--- src/rtl/adder_arb_pkg.sv ---
// adder_arb_pkg: FSM encoding, default sizes and operand-slice helper for adder_arbiter
package adder_arb_pkg;
  typedef enum logic [1:0] {IDLE = 2'd0, ISSUE = 2'd1, WAIT = 2'd2, RESP = 2'd3} state_t;
  localparam int DEF_WIDTH = 4;
  localparam int DEF_NREQ = 4;
  function automatic int slice_lo(input int idx, input int width);
    return idx * width;
  endfunction
endpackage

--- src/rtl/adder_arbiter_rr_picker.sv ---
// rr_picker: first set request bit scanning upward from ptr with wrap
module rr_picker #(
  parameter int NREQ = 4,
  parameter int IW = $clog2(NREQ)
) (
  input  logic [NREQ-1:0] req,
  input  logic [IW-1:0]   ptr,
  output logic            valid,
  output logic [IW-1:0]   idx
);
  logic [IW-1:0] cand;
  always_comb begin
    valid = |req;
    idx = '0;
    cand = '0;
    // scan farthest offset first so the nearest match overwrites
    for (int k = NREQ - 1; k >= 0; k--) begin
      cand = IW'((int'(ptr) + k) % NREQ);
      if (req[cand]) idx = cand;
    end
  end
endmodule

--- src/rtl/adder_arbiter.sv ---
// adder_arbiter: round-robin sequencer sharing one registered adder among NREQ requesters
module adder_arbiter
  import adder_arb_pkg::*;
#(
  parameter int NREQ = DEF_NREQ,
  parameter int WIDTH = DEF_WIDTH
) (
  input  logic                  Clk,
  input  logic                  Rst_n,
  input  logic [NREQ-1:0]       Req,
  input  logic [NREQ*WIDTH-1:0] Req_A,
  input  logic [NREQ*WIDTH-1:0] Req_B,
  output logic [NREQ-1:0]       Gnt,
  output logic [NREQ-1:0]       Done,
  output logic [WIDTH-1:0]      Res_Sum,
  output logic                  Res_Ovf,
  output logic                  Busy,
  output logic [WIDTH-1:0]      Add_A,
  output logic [WIDTH-1:0]      Add_B,
  output logic                  Add_En,
  input  logic [WIDTH-1:0]      Add_Sum,
  input  logic                  Add_Ovf
);
  localparam int IW = $clog2(NREQ);
  state_t state_q, state_d;
  logic [IW-1:0] ptr_q, ptr_d, idx_q, idx_d, pick_idx;
  logic pick_valid;
  logic [WIDTH-1:0] a_q, a_d, b_q, b_d, sum_q, sum_d;
  logic ovf_q, ovf_d;
  rr_picker #(.NREQ(NREQ)) u_pick (
    .req(Req),
    .ptr(ptr_q),
    .valid(pick_valid),
    .idx(pick_idx)
  );
  always_comb begin
    state_d = state_q;
    ptr_d = ptr_q;
    idx_d = idx_q;
    a_d = a_q;
    b_d = b_q;
    sum_d = sum_q;
    ovf_d = ovf_q;
    case (state_q)
      IDLE: if (pick_valid) begin
        idx_d = pick_idx;
        a_d = Req_A[slice_lo(int'(pick_idx), WIDTH) +: WIDTH];
        b_d = Req_B[slice_lo(int'(pick_idx), WIDTH) +: WIDTH];
        state_d = ISSUE;
      end
      ISSUE: state_d = WAIT;
      WAIT: begin
        sum_d = Add_Sum;
        ovf_d = Add_Ovf;
        state_d = RESP;
      end
      RESP: begin
        ptr_d = (idx_q == IW'(NREQ - 1)) ? '0 : idx_q + IW'(1);
        state_d = IDLE;
      end
    endcase
  end
  always_ff @(posedge Clk or negedge Rst_n) begin
    if (!Rst_n) begin
      state_q <= IDLE;
      ptr_q <= '0;
      idx_q <= '0;
      a_q <= '0;
      b_q <= '0;
      sum_q <= '0;
      ovf_q <= 1'b0;
    end else begin
      state_q <= state_d;
      ptr_q <= ptr_d;
      idx_q <= idx_d;
      a_q <= a_d;
      b_q <= b_d;
      sum_q <= sum_d;
      ovf_q <= ovf_d;
    end
  end
  assign Busy = state_q != IDLE;
  assign Gnt = Busy ? NREQ'(1) << idx_q : '0;
  assign Done = (state_q == RESP) ? NREQ'(1) << idx_q : '0;
  assign Add_En = state_q == ISSUE;
  assign Add_A = a_q;
  assign Add_B = b_q;
  assign Res_Sum = sum_q;
  assign Res_Ovf = ovf_q;
endmodule

--- config.mk ---
export PLATFORM = sky130hd
export DESIGN_NAME = adder_arbiter
export DESIGN_NICKNAME = d
export VERILOG_FILES = /design/src/rtl/adder_arb_pkg.sv /design/src/rtl/adder_arbiter_rr_picker.sv /design/src/rtl/adder_arbiter.sv
export SDC_FILE = /design/constraint.sdc
export NUM_CORES = 1
export LEC_CHECK = 0
export BUFFER_PORTS_ARGS = -buffer_cell sky130_fd_sc_hd__buf_2
export CORE_ASPECT_RATIO = 2
export CORE_UTILIZATION = 39
export CTS_CLUSTER_SIZE = 12
export DETAILED_ROUTE_END_ITERATION = 8
export GPL_TIMING_DRIVEN = 0
export PLACE_DENSITY = 0.75
export SYNTH_ARGS = -nofsm -noshare
export SYNTH_HDL_FRONTEND = slang
export SYNTH_HIERARCHICAL = 1
export SYNTH_SLANG_ARGS = --single-unit
--- constraint.sdc ---
create_clock -name Clk -period 1.99 [get_ports Clk]
set_clock_uncertainty 0.1 [all_clocks]
set_input_delay 0.199 -clock Clk [delete_from_list [all_inputs] [get_ports Clk]]
set_output_delay 0.199 -clock Clk [all_outputs]
set_load 0.05 [all_outputs]
======== Yosys cells after proc, flatten, opt, wreduce, memory -nomap -nowiden ========
Cells that the tools add are included.
storage, ports and cells
  logic and storage cells ................. 44
  bits in registers ....................... 19
operators by class
  multiplexer cells ....................... 17
  order comparisons ....................... 4
  reduce and logical (&&, ||, !) cells .... 4
  $add $sub $neg .......................... 4
  equal/unequal tests ..................... 5
  shifts and indexed selects .............. 3
operator list
  kind                 count
  $shiftx 16x5->4      2
  $lt 2x3->1 const B   4
  $mux 2               6
  $bmux 1 s2           4
  $mux 4               2
  $pmux 2 s4           1
  $eq 2x2->1 const B   3
  $add 2x1->2 const B  2
  $add 2x2->2 const B  2
  $mux 1               4
  $reduce_or 4->1      1
  $shl 1x2->4 const A  1
  $eq 2x1->1 const B   1
  $logic_not 2->1      1
  $ne 2x2->1 const B   1
  $reduce_and 2->1     1
  $reduce_bool 2->1    1

======== Longest topological paths before layout ========
Gate-level depths: netlist of the first run.
  word-level depth ........................ 8
  mapped depth ............................ 6

======== Hierarchy ========
Netlist of the first run, hierarchy kept.
modules (own cells, without submodules)
  module         area an instance (um2)  times used  cells an instance  sequential area each (um2)
  adder_arbiter  1107.3                  1           76                 475.5
  rr_picker      77.6                    1           13                 0.0

======== Worst setup path after synthesis of the first run ========
No wires, ideal clock.
  path kind ............................... register to register
  from .................................... register ptr_q[1]
  to ...................................... register a_q[0] (netlist: Add_A[0])
  data arrival time ....................... 1695 ps
  data required time ...................... 1765 ps
  setup slack ............................. 70 ps
  clock period less this slack ............ 1920 ps
  cell stages (with the launch flop) ...... 6
  buffers on the path ..................... 1
  library setup time ...................... 125 ps
  cell sequence ........................... dfrtp_1 > mux2i_1 > a211oi_2 > buf_6 > mux4_2 > mux2_2
between the ends
  word-level cells in the longest chain between the ends .. 8
RTL lines
  what                          RTL line                       text
  start, declared               adder_arbiter.sv:26            logic [IW-1:0] ptr_q, ptr_d, idx_q, idx_d, pick_idx;
  start signal, assigned        adder_arbiter.sv:74            ptr_q <= ptr_d;
  $add 2x2->2                   adder_arbiter_rr_picker.sv:18  cand = IW'((int'(ptr) + k) % NREQ);
  $bmux 1 s2                    adder_arbiter_rr_picker.sv:19  if (req[cand]) idx = cand;
  $mux 1 (not written as such)  adder_arbiter_rr_picker.sv:19
  $mux 2 (3 in series)          adder_arbiter_rr_picker.sv:19
  $mux 2 *                      adder_arbiter_rr_picker.sv:19
  via pick_idx[0]               adder_arbiter.sv:26
  $shiftx 16x5->4 *             adder_arbiter.sv:47            a_d = Req_A[slice_lo(int'(pick_idx), WIDTH) +: WIDTH];
  end signal, assigned          adder_arbiter.sv:68            a_q <= '0;
  end signal, assigned          adder_arbiter.sv:76            a_q <= a_d;
  end, declared                 adder_arbiter.sv:28            logic [WIDTH-1:0] a_q, a_d, b_q, b_d, sum_q, sum_d;
Mark *: on every way through the listed nets, which the timed path passes. The rest lies on a longest branch. The select of a mux whose other input is x is not followed.
A chain may end at the register's enable or synchronous reset.

======== Final worst setup path of the first run ========
  from .................................... register ptr_q[1]
  to ...................................... register b_q[2] (netlist: Add_B[2])
between the ends
  word-level cells in the longest chain between the ends .. 8
RTL lines
  what                          RTL line                       text
  $add 2x2->2                   adder_arbiter_rr_picker.sv:18
  $bmux 1 s2                    adder_arbiter_rr_picker.sv:19
  $mux 1 (not written as such)  adder_arbiter_rr_picker.sv:19
  $mux 2 (3 in series)          adder_arbiter_rr_picker.sv:19
  $mux 2 *                      adder_arbiter_rr_picker.sv:19
  via pick_idx[0]               adder_arbiter.sv:26
  $shiftx 16x5->4 *             adder_arbiter.sv:48            b_d = Req_B[slice_lo(int'(pick_idx), WIDTH) +: WIDTH];
  end signal, assigned          adder_arbiter.sv:69            b_q <= '0;
  end signal, assigned          adder_arbiter.sv:77            b_q <= b_d;
  end, declared                 adder_arbiter.sv:28
Marks and branches as above.

==> metrics.yaml, run 1 <==
cts_inserted_buffers: 3
ant_nets: 0
worst_ep_required_time_ns: 2.04
synth-warning-count: 6
critical_path.startpoint_type: "flip-flop"
clock_sinks: 19
instances_no_fill: 191
critical_path.startpoint: "ptr_q[1]"
maxSlewViolCount: 0
drt-total-wl_um: 2620
synthToLayoutAreaGrowth_pct: 38.0
detail_route.iter0.violations: 25
power_per_cell_area_mw_per_mm2: 1840
most-common-layout-cells: "buf_2, dfrtp_1, mux2_2"
diodes: 0
final_util_pct: 56.2
clockRootBuffer: "clkbuf_8"
final.setup.worst_slack_ns: -0.0657
cts_max_level: 1
antenna_found_initial: 0
setup_violations: 8
first_pass_grt_wire_length_um: 3970
max_clock_freq_mhz: 486
maxSlewHeadroom_pct: 71.6
multi_input_area_um2: 691
die_h_um: 80.0
final_count_of_hold_timing_violations: 0
synthCells: 89
clk-insertion-delay-late_ns: 0.26
crit_fanout: 5
die_width_um: 41.0
firstDrtPassIters: 4
grt_start_max_net_pins: 20
worst_setup_path_category: "reg -> reg"
final_common_cell: "buf_2"
grt_setup_unrepaired: "true"
drt-wirelength-per-cell_um: 13.7
yosysSeqAreaShare_pct: 40.1
max-cap-violations: 0
dr_total_vias: 990
grt_overflow: 0
place.port_buffers: 65
synth-seq-cells: 19
floorplan.rows: 28
core_region_area_mm2: 0.00291
netlist-cell-type-count: 17
half_perimeter_wire_length_after_detailed_placement_um: 2040
critical_path.reg2reg.startpoint: "ptr_q[1]"
final_net_count: 216
worst_hold_startpoint: "Add_Sum[2]"
vias_in_the_first_global_route: 928
clk_path_buf_depth: 2
synth.net_count: 143
dp_cells: 184
via_per_inst: 5.18
clk_transition_reported_paths_ns: 0.07
worstPathArrival_ns: 2.11
post_route_cells_drive_above_1_share_pct: 63.4
final_period_minus_worst_setup_slack_ns: 2.06
global_route.usage.total_pct: 18.1
hold_class: "in -> reg"
timing.final.crit_share_pct: 103
ir_worst_vdd_mv: 0.922
start_util_pct: 40.7
dieArea_mm2: 0.00328
violated_checks: "negative setup slack"
power.static_leakage_uw: 0.000838
count_of_fill_cells_added_during_filler_insertion: 250
num_io_pins: 66
timing.critical_path.to_type: "flip-flop"
synth_area_per_cell_um2: 13.3
route.detailed.drc: 0
sequential_cell_area_um2: 475
tritoncts: "done"
run_status: "finished with violations"
design_power_total_uw: 3010
synth_area_mm2: 0.00118
worst_pin_slew_ns: 0.425
rd_place_congestion: 0.669
cell type report:
type	count	area share (%)
flip-flops and latches	19	29.1
inverters	5	1.15
plain buffers	2	0.995
clock buffers	3	2.52
repair buffers	68	21.4
well taps	30	2.30
multi-input cells	63	42.2
clock inverters	1	0.306
metal layers:
layer	wire length, um	part of all wire [%]	GRT usage [%]	up-vias
met5	0	0	0	-
met4	44	1.7	9.67	0
met3	129	4.9	2.23	4
met2	1580	60	32.5	39
met1	867	33	17.9	487
li1	-	-	-	460
through the flow:
| step | hold WS (ns) | worst slack (ns) | TNS, ns | cell area, um2 |
|---|---|---|---|---|
| after floorplan | -0.197 | 0.0703 | 0 | 1180 |
| after global placement | 0.0515 | -0.0435 | -0.302 | 1550 |
| after detailed placement | 0.0523 | -0.174 | -1.30 | 1550 |
| after CTS | 0.0698 | -0.0472 | -0.291 | 1620 |
| after global routing | 0.0726 | -0.154 | -1.11 | 1640 |
| final | 0.0699 | -0.0657 | -0.303 | 1640 |
final timing paths:
path	endpoint	slack [ns]	cells past startpoint
setup / recovery	Add_B[2]	-0.07	6
hold / removal	Res_Sum[2]	0.07	2
setup reg to reg	Add_B[2]	-0.07	6
hold reg to reg	Res_Sum[0]	0.40	1
max in group asynchronous	Add_A[1]	1.19	2
min in group asynchronous	state_q[0]	0.30	2
sequential cells by signal (all words and copies together) (netlist names):
register / flops
Add_A: 4
Add_B: 4
Res_Sum: 4
idx_q: 2
ptr_q: 2
state_q: 2
Res_Ovf: 1
worst max-delay path: stages, from the launching register on:
cell and delay (ns):
dfrtp_1 0.43, nand2b_4 0.16, a21oi_2 0.06, a211oi_2 0.22
buf_4 0.21, mux4_2 0.49, mux2_4 0.27
timing repair:
action	CTS	global route
hold buffers	1	0
buffers inserted	1	0
setup endpoints to repair	8	8
gates resized for setup	2	3
pin swaps	1	0
cloned	1	0
endpoints found under the hold margin	19	0
where the power goes:
| group | internal, uW | leakage [uW] | total (uW) | switching (uW) |
|---|---|---|---|---|
| Sequential | 594 | 0.000223 | 743 | 149 |
| Clock | 139 | 0.0000255 | 270 | 130 |
| Combinational | 740 | 0.000589 | 2000 | 1260 |
cells in the mapped netlist, drive strengths merged:
master,n,area share (%)
nand2,3,0.95
nand2b,2,1.1
a211oi,2,1.7
mux2,18,17
mux4,8,15
ha,11,12
and2,4,2.1
mux2i,2,1.7
clkbuf,1,0.32
nor2,6,1.9
nor3b,1,0.63
buf,1,0.95
a21oi,1,0.42
inv,5,1.6
nor2b,5,2.6
dfrtp,19,40
kinds of logic after synthesis:
kind of cell	count (synthesis)	share of synthesized area, %
multiplexers	28	34.0
AND/OR/NAND/NOR	21	9.29
flip-flops	19	40.1
adder cells (fa/ha/maj)	11	11.6
buffers and inverters	7	2.85
AO/OA/AOI/OAI	3	2.11
(Power assumes the default switching activity.)
==> inputs of run 2 (changes only) <==
--- a/config.mk
+++ b/config.mk
@@ -7,11 +7,13 @@
 export LEC_CHECK = 0
 export BUFFER_PORTS_ARGS = -buffer_cell sky130_fd_sc_hd__buf_2
 export CORE_ASPECT_RATIO = 2
-export CORE_UTILIZATION = 39
+export CORE_UTILIZATION = 40
+export CTS_BUF_LIST = sky130_fd_sc_hd__clkbuf_4 sky130_fd_sc_hd__clkbuf_8
 export CTS_CLUSTER_SIZE = 12
 export DETAILED_ROUTE_END_ITERATION = 8
 export GPL_TIMING_DRIVEN = 0
-export PLACE_DENSITY = 0.75
+export MAX_ROUTING_LAYER = met4
+export PLACE_DENSITY = 0.73
 export SYNTH_ARGS = -nofsm -noshare
 export SYNTH_HDL_FRONTEND = slang
 export SYNTH_HIERARCHICAL = 1
==> constraint.sdc (replaced) <==
create_clock -name Clk -period 2.4 [get_ports Clk]
set_clock_uncertainty 0.1 [all_clocks]
set_input_delay 0.24 -clock Clk [delete_from_list [all_inputs] [get_ports Clk]]
set_output_delay 0.24 -clock Clk [all_outputs]
set_load 0.05 [all_outputs]
==> run 2 against run 1 <==
Net effect: the flow now finishes without violations; critical endpoint is now Add_A[1]; fmax is 2.9% lower; first-iteration DRC count is 32% lower; critical path depth stayed put; global-route usage is 1.3 points higher.
==> metrics.yaml, run 2 (synthesis gave the netlist of run 1 again) <==
place.port_buffers: 65
final_net_count: 214
floorplan.rows: 27
instances_no_fill: 188
clockRootBuffer: "clkbuf_8"
tritoncts: "done"
half_perimeter_wire_length_after_detailed_placement_um: 2120
regToRegSetupSlack_ns: 0.28
clock_sinks: 19
final_count_of_hold_timing_violations: 0
crit_fanout: 9
power_per_cell_area_mw_per_mm2: 1530
first_pass_grt_wire_length_um: 4120
drt-total-wl_um: 2570
cts_inserted_buffers: 3
drt-wirelength-per-cell_um: 13.7
maxSlewHeadroom_pct: 64.7
cts_max_level: 1
final_period_minus_worst_setup_slack_ns: 2.12
firstDrtPassIters: 4
detail_route.iter0.violations: 17
hold-worst-slack_ns: 0.112
ir_worst_vdd_mv: 0.706
power.static_leakage_uw: 0.000814
cts_hold_buf: 1
worst_pin_slew_ns: 0.530
die_h_um: 79.0
r2r.worst_path.cells: 6
dr_wl_met3_um: 127
timing.hold.worst_path_depth: 2
start_util_pct: 42.8
timing.final.crit_share_pct: 88.2
diodes: 0
design_power_total_uw: 2450
clk_transition_reported_paths_ns: 0.07
final_common_cell: "buf_2"
cts.repair_timing.setup_buffer_count: 0
most-common-layout-cells: "buf_2, dfrtp_1, mux2_2"
worst_setup_path_category: "reg -> reg"
max-cap-violations: 0
wl_met1_um: 856
dp_cells: 183
min_delay_worst_endpoint: "Res_Ovf"
setup_tns_ns: 0
vias_in_the_first_global_route: 1001
route.detailed.drc: 0
critical_path.reg2reg.startpoint: "ptr_q[1]"
ant_nets: 0
dr_wl_met2_um: 1520
rd_place_congestion: 0.716
clk_path_buf_depth: 2
grt_start_max_net_pins: 20
dieArea_mm2: 0.00320
hold_class: "in -> reg"
die_width_um: 40.5
worst_ep_required_time_ns: 2.44
core_region_area_mm2: 0.00277
via_per_inst: 5.17
num_io_pins: 66
worst_hold_startpoint: "Add_Ovf"
max_clock_freq_mhz: 472
worstPathArrival_ns: 2.16
count_of_fill_cells_added_during_filler_insertion: 246
antenna_found_initial: 0
grt_setup_unrepaired: "false"
maxSlewViolCount: 0
grt_overflow: 0
synthToLayoutAreaGrowth_pct: 35.3
setup_violations: 0
post_cts_resize_count: 0
timing.critical_path.to_type: "flip-flop"
critical_path.startpoint_type: "flip-flop"
reg2reg_to: "Add_A[1]"
post_route_cells_drive_above_1_share_pct: 61.0
clk-insertion-delay-late_ns: 0.25
global_route.usage.total_pct: 19.4
run_status: "finished, final reports clean"
dr_total_vias: 972
dr.max_layer_used: "met4"
run 2: cell types whose count changed in the layout (fill, tap and decap cells not counted):
cell	delta
mux2_4	-1
nand2b_1	+1
clkbuf_1	+1
buf_4	-2
clkbuf_2	-1
a21oi_1	+1
mux2_2	+1
nand2b_4	-1
a21oi_2	-1
run 2: metal layers:
metal | vias to the layer above | track usage [%]
li1 | 454 | -
met1 | 471 | 18.8
met2 | 42 | 32.7
met3 | 5 | 2.79
met4 | 0 | 12.3
met5 | - | -
run 2: final cells by class:
type | instances | area (um2) | area share (%)
buffer | 2 | 15.0 | 0.937
clock buffer | 3 | 41.3 | 2.58
clock inverter | 1 | 5.00 | 0.312
inverter | 5 | 18.8 | 1.17
multi-input combinational | 63 | 676 | 42.2
sequential | 19 | 475 | 29.7
tap | 29 | 36.3 | 2.26
timing repair buffer | 66 | 335 | 20.9
run 2: worst max-delay path, stage by stage, from the launching register on:
cell      delay (ns)
dfrtp_1         0.44
nor3b_1         0.21
a211oi_1        0.07
nor2_1          0.09
clkbuf_1        0.43
mux4_2          0.39
mux2_2          0.27
run 2: per-stage QoR:
step | cell area (um2) | util, % | setup WS (ns)
after floorplan | 1180 | - | 0.480
after global placement | 1550 | 55.8 | 0.359
after detailed placement | 1550 | 55.8 | 0.285
after CTS | 1600 | 57.9 | 0.272
after global routing | 1600 | 57.9 | 0.166
final | 1600 | 57.9 | 0.283
run 2: how the worst max path moves through the flow:
| stage | end | cells after the start | slack [ns] | startpoint |
|---|---|---|---|---|
| 2_1_floorplan | Add_A[0] | 5 | 0.48 | ptr_q[1] |
| 3_3_place_gp | Add_A[0] | 6 | 0.36 | ptr_q[1] |
| 3_5_place_dp | Add_A[1] | 6 | 0.28 | ptr_q[1] |
| 6_report | Add_A[1] | 6 | 0.28 | ptr_q[1] |
| 5_1_grt | Add_B[0] | 6 | 0.17 | ptr_q[1] |
| 4_1_cts | Add_A[1] | 6 | 0.27 | ptr_q[1] |
run 2: where the power goes:
group          total, uW  switching [uW]  leakage, uW  internal (uW)
Combinational       1610            1030     0.000566            579
Sequential           621             129     0.000223            492
Clock                218             102    0.0000255            115
==> inputs of run 3 (changes only) <==
--- a/config.mk
+++ b/config.mk
@@ -14,6 +14,7 @@
 export GPL_TIMING_DRIVEN = 0
 export MAX_ROUTING_LAYER = met4
 export PLACE_DENSITY = 0.73
+export RECOVER_POWER = 100
 export SYNTH_ARGS = -nofsm -noshare
 export SYNTH_HDL_FRONTEND = slang
 export SYNTH_HIERARCHICAL = 1
==> run 3 against run 2 <==
Net effect: total power fell by 2.0%; cell count did not move; highest routed layer unchanged; final area fell by 1.9%; clock power barely moved; hold slack barely moved; sequential power barely moved; largest cell class unchanged; sequential share of layout area rose by 0.57 points; clock-buffer cell count did not move.
==> metrics.yaml, run 3 (synthesis gave the netlist of run 1 again) <==
grt_start_max_net_pins: 20
grt_setup_unrepaired: "false"
half_perimeter_wire_length_after_detailed_placement_um: 2120
place.port_buffers: 65
clock_sinks: 19
timing.critical_path.to_type: "flip-flop"
worst_setup_path_category: "reg -> reg"
final_count_of_hold_timing_violations: 0
final_common_cell: "buf_2"
dieArea_mm2: 0.00320
final_period_minus_worst_setup_slack_ns: 2.11
critical_path.startpoint_type: "flip-flop"
maxSlewViolCount: 0
post_cts_resize_count: 0
core_region_area_mm2: 0.00277
placed_cell_area_mm2: 0.00155
final_net_count: 214
timing.final.crit_share_pct: 87.8
dr_total_vias: 969
ant_nets: 0
synthToLayoutAreaGrowth_pct: 32.7
crit_fanout: 9
route.detailed.drc: 0
first_pass_grt_wire_length_um: 4120
worst_ep_required_time_ns: 2.44
max-cap-violations: 0
ir_worst_vdd_mv: 0.704
drt-total-wl_um: 2570
clkPwrFrac_pct: 9.1
clk_transition_reported_paths_ns: 0.07
start_util_pct: 42.8
power.static_leakage_uw: 0.000738
vias_in_the_first_global_route: 1001
power_switching_share_pct: 52.7
design_power_total_uw: 2400
worst_pin_slew_ns: 0.978
via_per_inst: 5.15
power_per_cell_area_mw_per_mm2: 1530
setup_tns_ns: 0
clockRootBuffer: "clkbuf_8"
internal_portion_of_total_power_uw: 1130
cts_inserted_buffers: 3
num_io_pins: 66
cts_max_level: 1
clk_path_buf_depth: 2
rd_place_congestion: 0.716
most-common-layout-cells: "buf_2, clkbuf_1, dfrtp_1"
combinationalPowerShare_pct: 65.0
run_status: "finished, final reports clean"
die_h_um: 79.0
setup_violations: 0
firstDrtPassIters: 4
net-switching-power_uw: 1260
grt_overflow: 0
sequential_cell_fraction_of_total_power_pct: 25.9
hold_class: "in -> reg"
antenna_found_initial: 0
maxSlewHeadroom_pct: 34.8
floorplan.rows: 27
detail_route.iter0.violations: 21
tritoncts: "done"
drt-wirelength-per-cell_um: 13.7
layout.cell_area.non_filler_mm2: 0.00157
worstPathArrival_ns: 2.15
diodes: 0
die_width_um: 40.5
clk-insertion-delay-late_ns: 0.25
max_clock_freq_mhz: 475
post_route_cells_drive_above_1_share_pct: 45.9
global_route.usage.total_pct: 19.4
==> run 3: worst paths after layout <==
kind                                  from    endpoint  slack [ns]  cells after the start
max in group asynchronous            Rst_n    Add_A[0]        1.04                      2
min in group asynchronous            Rst_n  Res_Sum[0]        0.57                      2
worst min register to register  Res_Sum[3]  Res_Sum[3]        0.41                      1
worst max-delay path              ptr_q[1]    Add_A[1]        0.29                      6
worst max register to register    ptr_q[1]    Add_A[1]        0.29                      6
worst min-delay path               Add_Ovf     Res_Ovf        0.11                      2
==> run 3: through the flow <==
stage | worst slack (ns) | hold slack [ns] | util, % | instances
6_report | 0.294 | 0.112 | 56.8 | 188
5_1_grt | 0.166 | 0.118 | 56.8 | 188
4_1_cts | 0.272 | 0.109 | 57.9 | 188
3_5_place_dp | 0.285 | 0.0918 | 55.8 | 183
3_3_place_gp | 0.359 | 0.0846 | 55.8 | 183
2_1_floorplan | 0.480 | -0.156 | - | 89
==> run 3: power groups by stage <==
stage | clock (uW) | sequential [uW] | combinational (uW)
3_5_place_dp | 0 | 627 | 1620
4_1_cts | 223 | 621 | 1620
6_report | 218 | 622 | 1560
2_1_floorplan | 0 | 1000 | 890
3_3_place_gp | 0 | 610 | 1580
5_1_grt | 236 | 649 | 1680
==> run 3: layer usage <==
metal | track usage (%) | share of wire (%)
met3 | 2.79 | 5.6
met1 | 18.8 | 32
met4 | 12.3 | 2.6
met2 | 32.7 | 59
met5 | - | 0
==> run 3: cell type report <==
class,instances,area (um2)
sequential,19,475
multi-input combinational,63,676
fill,257,1200
timing repair buffer,66,305
inverter,5,18.8
tap,29,36.3
buffer,2,15.0
clock buffer,3,41.3
clock inverter,1,5.00
==> run 3: critical path: stages, from the launching register on <==
cell	delay, ns
dfrtp_1	0.44
nor3b_1	0.21
a211oi_1	0.07
nor2_1	0.09
clkbuf_1	0.42
mux4_2	0.39
mux2_2	0.27
==> run 3: timing repair <==
item                                   in CTS  in global routing
hold buffers                                1                  0
setup endpoints to repair                   0                  0
setup buffers                               0                  0
endpoints found under the hold margin      19                  0
